`src/rtl/sram_arbiter_2port.sv`:
```
// ---------------------------------------------------------------------------
// sram_arbiter_2port
//
// Shares one single-port synchronous SRAM (byte write enables, 1-cycle read
// latency) between two requesters. Each cycle at most one request is issued
// to the SRAM, chosen by round-robin. A requester may lock the SRAM for
// back-to-back exclusive access; an idle lock owner is forcibly released
// after LOCK_TIMEOUT cycles without a request.
//
// Ports
//   clk, rst              clock, synchronous active-high reset
//   pN_req/_write/_addr   request, direction, word address      (N = 0, 1)
//   pN_wdata/_wmask       write data and byte-lane write enables
//   pN_lock               hold exclusive ownership after this access
//   pN_gnt                access issued to the SRAM this cycle (comb.)
//   pN_rvalid             rdata carries this port's read data (registered)
//   rdata                 SRAM read data, shared, qualified by pN_rvalid
//   lock_timeout_err      one-cycle pulse after a forced lock release
//   sram_addr/_wen/_wdata SRAM drive from the winner (comb.)
//   sram_rdata            SRAM read data
//
// Lock FSM
//   state       | meaning
//   ------------+-----------------------------------------------------------
//   ST_UNLOCKED | round-robin between both ports
//   ST_LOCKED0  | only port 0 may be granted, idle timer running
//   ST_LOCKED1  | only port 1 may be granted, idle timer running
// ---------------------------------------------------------------------------
module sram_arbiter_2port #(
    parameter int W_DATA       = 32,
    parameter int W_ADDR       = 11,
    parameter int LOCK_TIMEOUT = 16
) (
    input  logic                  clk,
    input  logic                  rst,

    input  logic                  p0_req,
    input  logic                  p0_write,
    input  logic [W_ADDR-1:0]     p0_addr,
    input  logic [W_DATA-1:0]     p0_wdata,
    input  logic [W_DATA/8-1:0]   p0_wmask,
    input  logic                  p0_lock,
    output logic                  p0_gnt,
    output logic                  p0_rvalid,

    input  logic                  p1_req,
    input  logic                  p1_write,
    input  logic [W_ADDR-1:0]     p1_addr,
    input  logic [W_DATA-1:0]     p1_wdata,
    input  logic [W_DATA/8-1:0]   p1_wmask,
    input  logic                  p1_lock,
    output logic                  p1_gnt,
    output logic                  p1_rvalid,

    output logic [W_DATA-1:0]     rdata,
    output logic                  lock_timeout_err,

    output logic [W_ADDR-1:0]     sram_addr,
    output logic [W_DATA/8-1:0]   sram_wen,
    output logic [W_DATA-1:0]     sram_wdata,
    input  logic [W_DATA-1:0]     sram_rdata
);

    localparam int W_BYTES = W_DATA / 8;
    localparam int W_CNT   = $clog2(LOCK_TIMEOUT + 1);

    // The idle timer counts down from LOCK_TIMEOUT-1; an idle cycle seen at
    // zero is the LOCK_TIMEOUT-th idle cycle and releases the lock.
    localparam logic [W_CNT-1:0] LOCK_CNT_LOAD = W_CNT'(LOCK_TIMEOUT - 1);

    typedef enum logic [1:0] {
        ST_UNLOCKED = 2'd0,
        ST_LOCKED0  = 2'd1,
        ST_LOCKED1  = 2'd2
    } lock_state_t;

    lock_state_t        r_lock_state;
    logic               r_last_grant;
    logic [W_CNT-1:0]   r_lock_cnt;
    logic               r_p0_rvalid;
    logic               r_p1_rvalid;
    logic               r_lock_timeout_err;

    logic               w_p0_gnt;
    logic               w_p1_gnt;
    logic [W_BYTES-1:0] w_sram_wen;

    // Grant decode. On a tie in ST_UNLOCKED the port that did not win last
    // time goes first.
    always_comb begin
        w_p0_gnt = 1'b0;
        w_p1_gnt = 1'b0;
        if (!rst) begin
            case (r_lock_state)
                ST_LOCKED0: w_p0_gnt = p0_req;
                ST_LOCKED1: w_p1_gnt = p1_req;
                default: begin
                    if (p0_req && p1_req) begin
                        w_p0_gnt = r_last_grant;
                        w_p1_gnt = ~r_last_grant;
                    end else begin
                        w_p0_gnt = p0_req;
                        w_p1_gnt = p1_req;
                    end
                end
            endcase
        end
    end

    // Without a grant the address/data mux rests on port 0 and only the
    // write enables are forced off.
    always_comb begin
        w_sram_wen = '0;
        if (w_p0_gnt && p0_write) begin
            w_sram_wen = p0_wmask;
        end else if (w_p1_gnt && p1_write) begin
            w_sram_wen = p1_wmask;
        end
    end

    assign sram_addr  = w_p1_gnt ? p1_addr  : p0_addr;
    assign sram_wdata = w_p1_gnt ? p1_wdata : p0_wdata;
    assign sram_wen   = w_sram_wen;

    assign p0_gnt = w_p0_gnt;
    assign p1_gnt = w_p1_gnt;
    assign rdata  = sram_rdata;

    // A read granted just before reset must not be reported, even in the
    // reset cycle itself, so the strobes are masked while rst is high.
    assign p0_rvalid        = r_p0_rvalid & ~rst;
    assign p1_rvalid        = r_p1_rvalid & ~rst;
    assign lock_timeout_err = r_lock_timeout_err;

    always_ff @(posedge clk) begin
        if (rst) begin
            r_lock_state       <= ST_UNLOCKED;
            r_last_grant       <= 1'b1;
            r_lock_cnt         <= '0;
            r_p0_rvalid        <= 1'b0;
            r_p1_rvalid        <= 1'b0;
            r_lock_timeout_err <= 1'b0;
        end else begin
            r_p0_rvalid        <= w_p0_gnt & ~p0_write;
            r_p1_rvalid        <= w_p1_gnt & ~p1_write;
            r_lock_timeout_err <= 1'b0;

            if (w_p0_gnt) begin
                r_last_grant <= 1'b0;
            end else if (w_p1_gnt) begin
                r_last_grant <= 1'b1;
            end

            case (r_lock_state)
                ST_UNLOCKED: begin
                    if (w_p0_gnt && p0_lock) begin
                        r_lock_state <= ST_LOCKED0;
                        r_lock_cnt   <= LOCK_CNT_LOAD;
                    end else if (w_p1_gnt && p1_lock) begin
                        r_lock_state <= ST_LOCKED1;
                        r_lock_cnt   <= LOCK_CNT_LOAD;
                    end
                end

                // In a locked state a missing grant means the owner is idle.
                ST_LOCKED0: begin
                    if (w_p0_gnt) begin
                        r_lock_cnt <= LOCK_CNT_LOAD;
                        if (!p0_lock) begin
                            r_lock_state <= ST_UNLOCKED;
                        end
                    end else if (r_lock_cnt == '0) begin
                        r_lock_state       <= ST_UNLOCKED;
                        r_lock_cnt         <= '0;
                        r_lock_timeout_err <= 1'b1;
                    end else begin
                        r_lock_cnt <= r_lock_cnt - 1'b1;
                    end
                end

                ST_LOCKED1: begin
                    if (w_p1_gnt) begin
                        r_lock_cnt <= LOCK_CNT_LOAD;
                        if (!p1_lock) begin
                            r_lock_state <= ST_UNLOCKED;
                        end
                    end else if (r_lock_cnt == '0) begin
                        r_lock_state       <= ST_UNLOCKED;
                        r_lock_cnt         <= '0;
                        r_lock_timeout_err <= 1'b1;
                    end else begin
                        r_lock_cnt <= r_lock_cnt - 1'b1;
                    end
                end

                default: begin
                    r_lock_state <= ST_UNLOCKED;
                    r_lock_cnt   <= '0;
                end
            endcase
        end
    end

endmodule
```
`config.mk`:
```
export PLATFORM = sky130hd
export DESIGN_NAME = sram_arbiter_2port
export DESIGN_NICKNAME = d
export VERILOG_FILES = /design/src/rtl/sram_arbiter_2port.sv
export SDC_FILE = /design/constraint.sdc
export NUM_CORES = 1
export LEC_CHECK = 0
export CAP_MARGIN = 20
export CORE_MARGIN = 4
export CORE_UTILIZATION = 25
export DETAILED_ROUTE_END_ITERATION = 8
export PLACE_DENSITY = 0.88
export SLEW_MARGIN = 25
export SYNTH_ARGS = -nofsm -noshare
export SYNTH_HDL_FRONTEND = slang
export SYNTH_SLANG_ARGS = --single-unit
export TNS_END_PERCENT = 100
```
`constraint.sdc`:
```
create_clock -name clk -period 3.05 [get_ports clk]
set_clock_uncertainty 0.15 [all_clocks]
set_input_delay 0.61 -clock clk [delete_from_list [all_inputs] [get_ports clk]]
set_output_delay 0.61 -clock clk [all_outputs]
set_load 0.05 [all_outputs]
```
==> results_dict.tcl <==
set metrics [dict create \
    synth-main-ff-cell "dfxtp_1" \
    ys_seq_area_share_pct 13.79 \
    grt_pass1_vias 2094 \
    synth_area_leaders "nand2_1 (32%), buf_4 (16%), dfxtp_1 (14%)" \
    cts_max_level 1 \
    syn_inst 264 \
    r2r-end "r_lock_cnt[3]$_SDFFE_PP0P_" \
    synth-async-reset-ratio_pct 0 \
    status "completed" \
    relSlewSlack_pct 38.76 \
    crit_path_start "r_lock_state[0]$_SDFFE_PP0P_" \
    wire_per_inst_um 15.30 \
    postRouteAntennaNets 0 \
    num_rows 28 \
    p_per_area_nw_per_um2 617.1 \
    grt_first_pass_wirelength_um 10180 \
    n_antenna_cell 0 \
    firstDrtPassIters 4 \
    gp_congestion 0.8636 \
    die_w_um 87.92 \
    fin_nets 530 \
    synth_edf_count 0 \
    period_needed_ps 2899 \
    route.detailed.drc 0 \
    regArea_um2 220.2 \
    leakage_nw 1.640 \
    ys_warn_count 0 \
    fin_area_um2 3578 \
    min-delay-start "r_lock_cnt[4]$_SDFFE_PP0P_" \
    via_count 2208 \
    worst_pin_slew_ps 905.8 \
    core_area_um2 6061 \
    pin_count 218 \
    dieArea_um2 7729 \
    drive_gt1_share_pct 22.05 \
    power_mw 2.208 \
    dp_hpwl_um 5965 \
    max_freq_mhz 345.0 \
    rrSetupSlack_ps 760 \
    setup_viol 0 \
    synth_top_area_share_pct 31.97 \
    r2r_start "r_lock_state[0]$_SDFFE_PP0P_" \
    clock-sinks 11 \
    vias_per_cell 4.748 \
    hold_slack_ps 326.4 \
    cp_data_required_time_ps 2290 \
    drt_iter0_drc 106 \
    wirelength_um 7115 \
    ys_types 42 \
    cap_violations 0 \
    antenna_found_initial 0 \
    cts_tree "built" \
    place_area_um2 3497 \
    clk_pin_slew_ps 50 \
    synth_nets 403 \
    cp_max_fo 8 \
    yosys_register_bits 11 \
    portBuffers 153 \
    hold_class "register to register" \
    grt_use_total_pct 16.42 \
    fin_crit_sh_pct 95.04 \
    critPathCaptureType "primary output" \
    path_class "register to primary output" \
    cp-endpoint "sram_wen[1]" \
    clk_latency_ps 240 \
    multi_input_area_um2 1054 \
    hold_viol 0 \
    clockBufferDepth 2 \
    vdd_ir_drop_max_uv 277.5 \
    synth_area_um2 1597 \
    slew_viol_final 0 \
    die_y_um 87.92 \
    start_util_pct 26.34 \
    fillers 522 \
    root_buffer "clkbuf_8" \
    syn_area_per_cell_um2 6.047 \
    gr-total-overflow 0 \
    area_growth_pct 124.1 \
    synth_top_area_cell "nand2_1" \
    finalSetupTns_ps 0 \
    grt_start_max_net_pins 42 \
    rr_worst_depth 9 \
    worst_setup_path_start_kind "register" \
    arrival_ps 2140 \
    cts_buffers 3 \
]
-- repair_timing --
| item | in CTS | in global routing |
|---|---|---|
| resized for setup | 5 | 5 |
| endpoints found under the setup margin | 4 | 47 |
| pin swaps | 0 | 1 |
| hold buffers | 0 | 0 |
| buffers inserted | 0 | 1 |
-- sequential cells by signal, indices dropped and copies added, names as in the netlist --
name	count
lock_timeout_err	1
r_lock_cnt	5
r_p0_rvalid	1
r_last_grant	1
r_p1_rvalid	1
r_lock_state	2
-- area by class of cell --
type                       instances  area share, %
sequential                        11          6.154
inverter                          10          1.119
multi-input combinational        200          29.44
clock buffer                       4          1.259
timing repair buffer             165          59.41
tap                               75          2.622
-- layer usage --
layer | track usage (%) | up-vias | part of all wire (%)
met5 | 0 | - | 0
met4 | 6.276 | 0 | 3.0
met3 | 3.481 | 17 | 7.2
met2 | 31.23 | 110 | 56
met1 | 17.49 | 1004 | 34
li1 | - | 1077 | -
-- how the worst min path moves through the flow --
| stage | end | slack [ps] | cells after the start |
|---|---|---|---|
| after floorplan | r_lock_cnt[4]$_SDFFE_PP0P_ | 280 | 2 |
| after global placement | r_lock_cnt[4]$_SDFFE_PP0P_ | 300 | 2 |
| after detailed placement | r_lock_cnt[4]$_SDFFE_PP0P_ | 310 | 2 |
| after CTS | r_lock_cnt[4]$_SDFFE_PP0P_ | 320 | 2 |
| after global routing | r_lock_cnt[4]$_SDFFE_PP0P_ | 340 | 2 |
| final | r_lock_cnt[4]$_SDFFE_PP0P_ | 330 | 2 |
-- power by group --
| part | internal, mW | switching (mW) | leakage (nW) |
|---|---|---|---|
| registers | 0.183 | 0.0343 | 0.0902 |
| clock network | 0.0922 | 0.0599 | 0.0228 |
| logic | 0.839 | 1.00 | 1.53 |
| total | 1.11 | 1.09 | 1.64 |
-- per-stage QoR --
step | util, % | worst slack (ps) | std cells
after floorplan | - | 196.3 | 264
after global placement | 57.70 | 47.48 | 460
after detailed placement | 57.70 | -58.14 | 460
after CTS | 58.55 | 37.06 | 464
after global routing | 59.04 | -5.694 | 465
final | 59.04 | 151.3 | 465
-- Yosys cell counts, drive strengths merged, types with 2 or more instances --
cell type  number
nor3            4
a21oi           4
nand4           2
nor2            4
and2b           2
nand2b          2
nand2         136
nor2b           2
o31ai           3
a32o            4
o32ai           4
clkbuf          2
a211oi          3
inv            10
o21ai           7
dfxtp          11
buf            41
ha              5
-- cells by family after synthesis --
group | after synthesis | share of synthesized area [%]
buffers and inverters | 53 | 21.63
adders and majority gates | 5 | 3.918
AOI/OAI and AO/OA | 31 | 15.13
DFF | 11 | 13.79
muxes | 1 | 0.6270
and+or+nand+nor | 163 | 44.91
-- critical path, stage by stage (launching register included) --
cell	delay [ps]
dfxtp_1	360
inv_1	110
ha_4	270
or3b_4	410
nand3_4	110
inv_4	40
buf_4	160
a32o_2	290
buf_12	150
-- placed cells by master, fill, tap and decap left out, types with 2 or more instances in the layout --
cell type and count:
nor3_1 3, clkbuf_8 3, a32o_2 3, ha_1 3
a211oi_1 3, o21ai_0 7, o32ai_1 4, nand2b_1 2
buf_4 11, clkdlybuf4s50_1 101, nor2_1 4, o31ai_1 2
a21oi_1 3, buf_12 50, buf_6 2, inv_1 8
nor2b_1 2, nand2_1 136, and2b_2 2, dfxtp_1 11
Note: power is estimated with default switching activity, not from simulation.
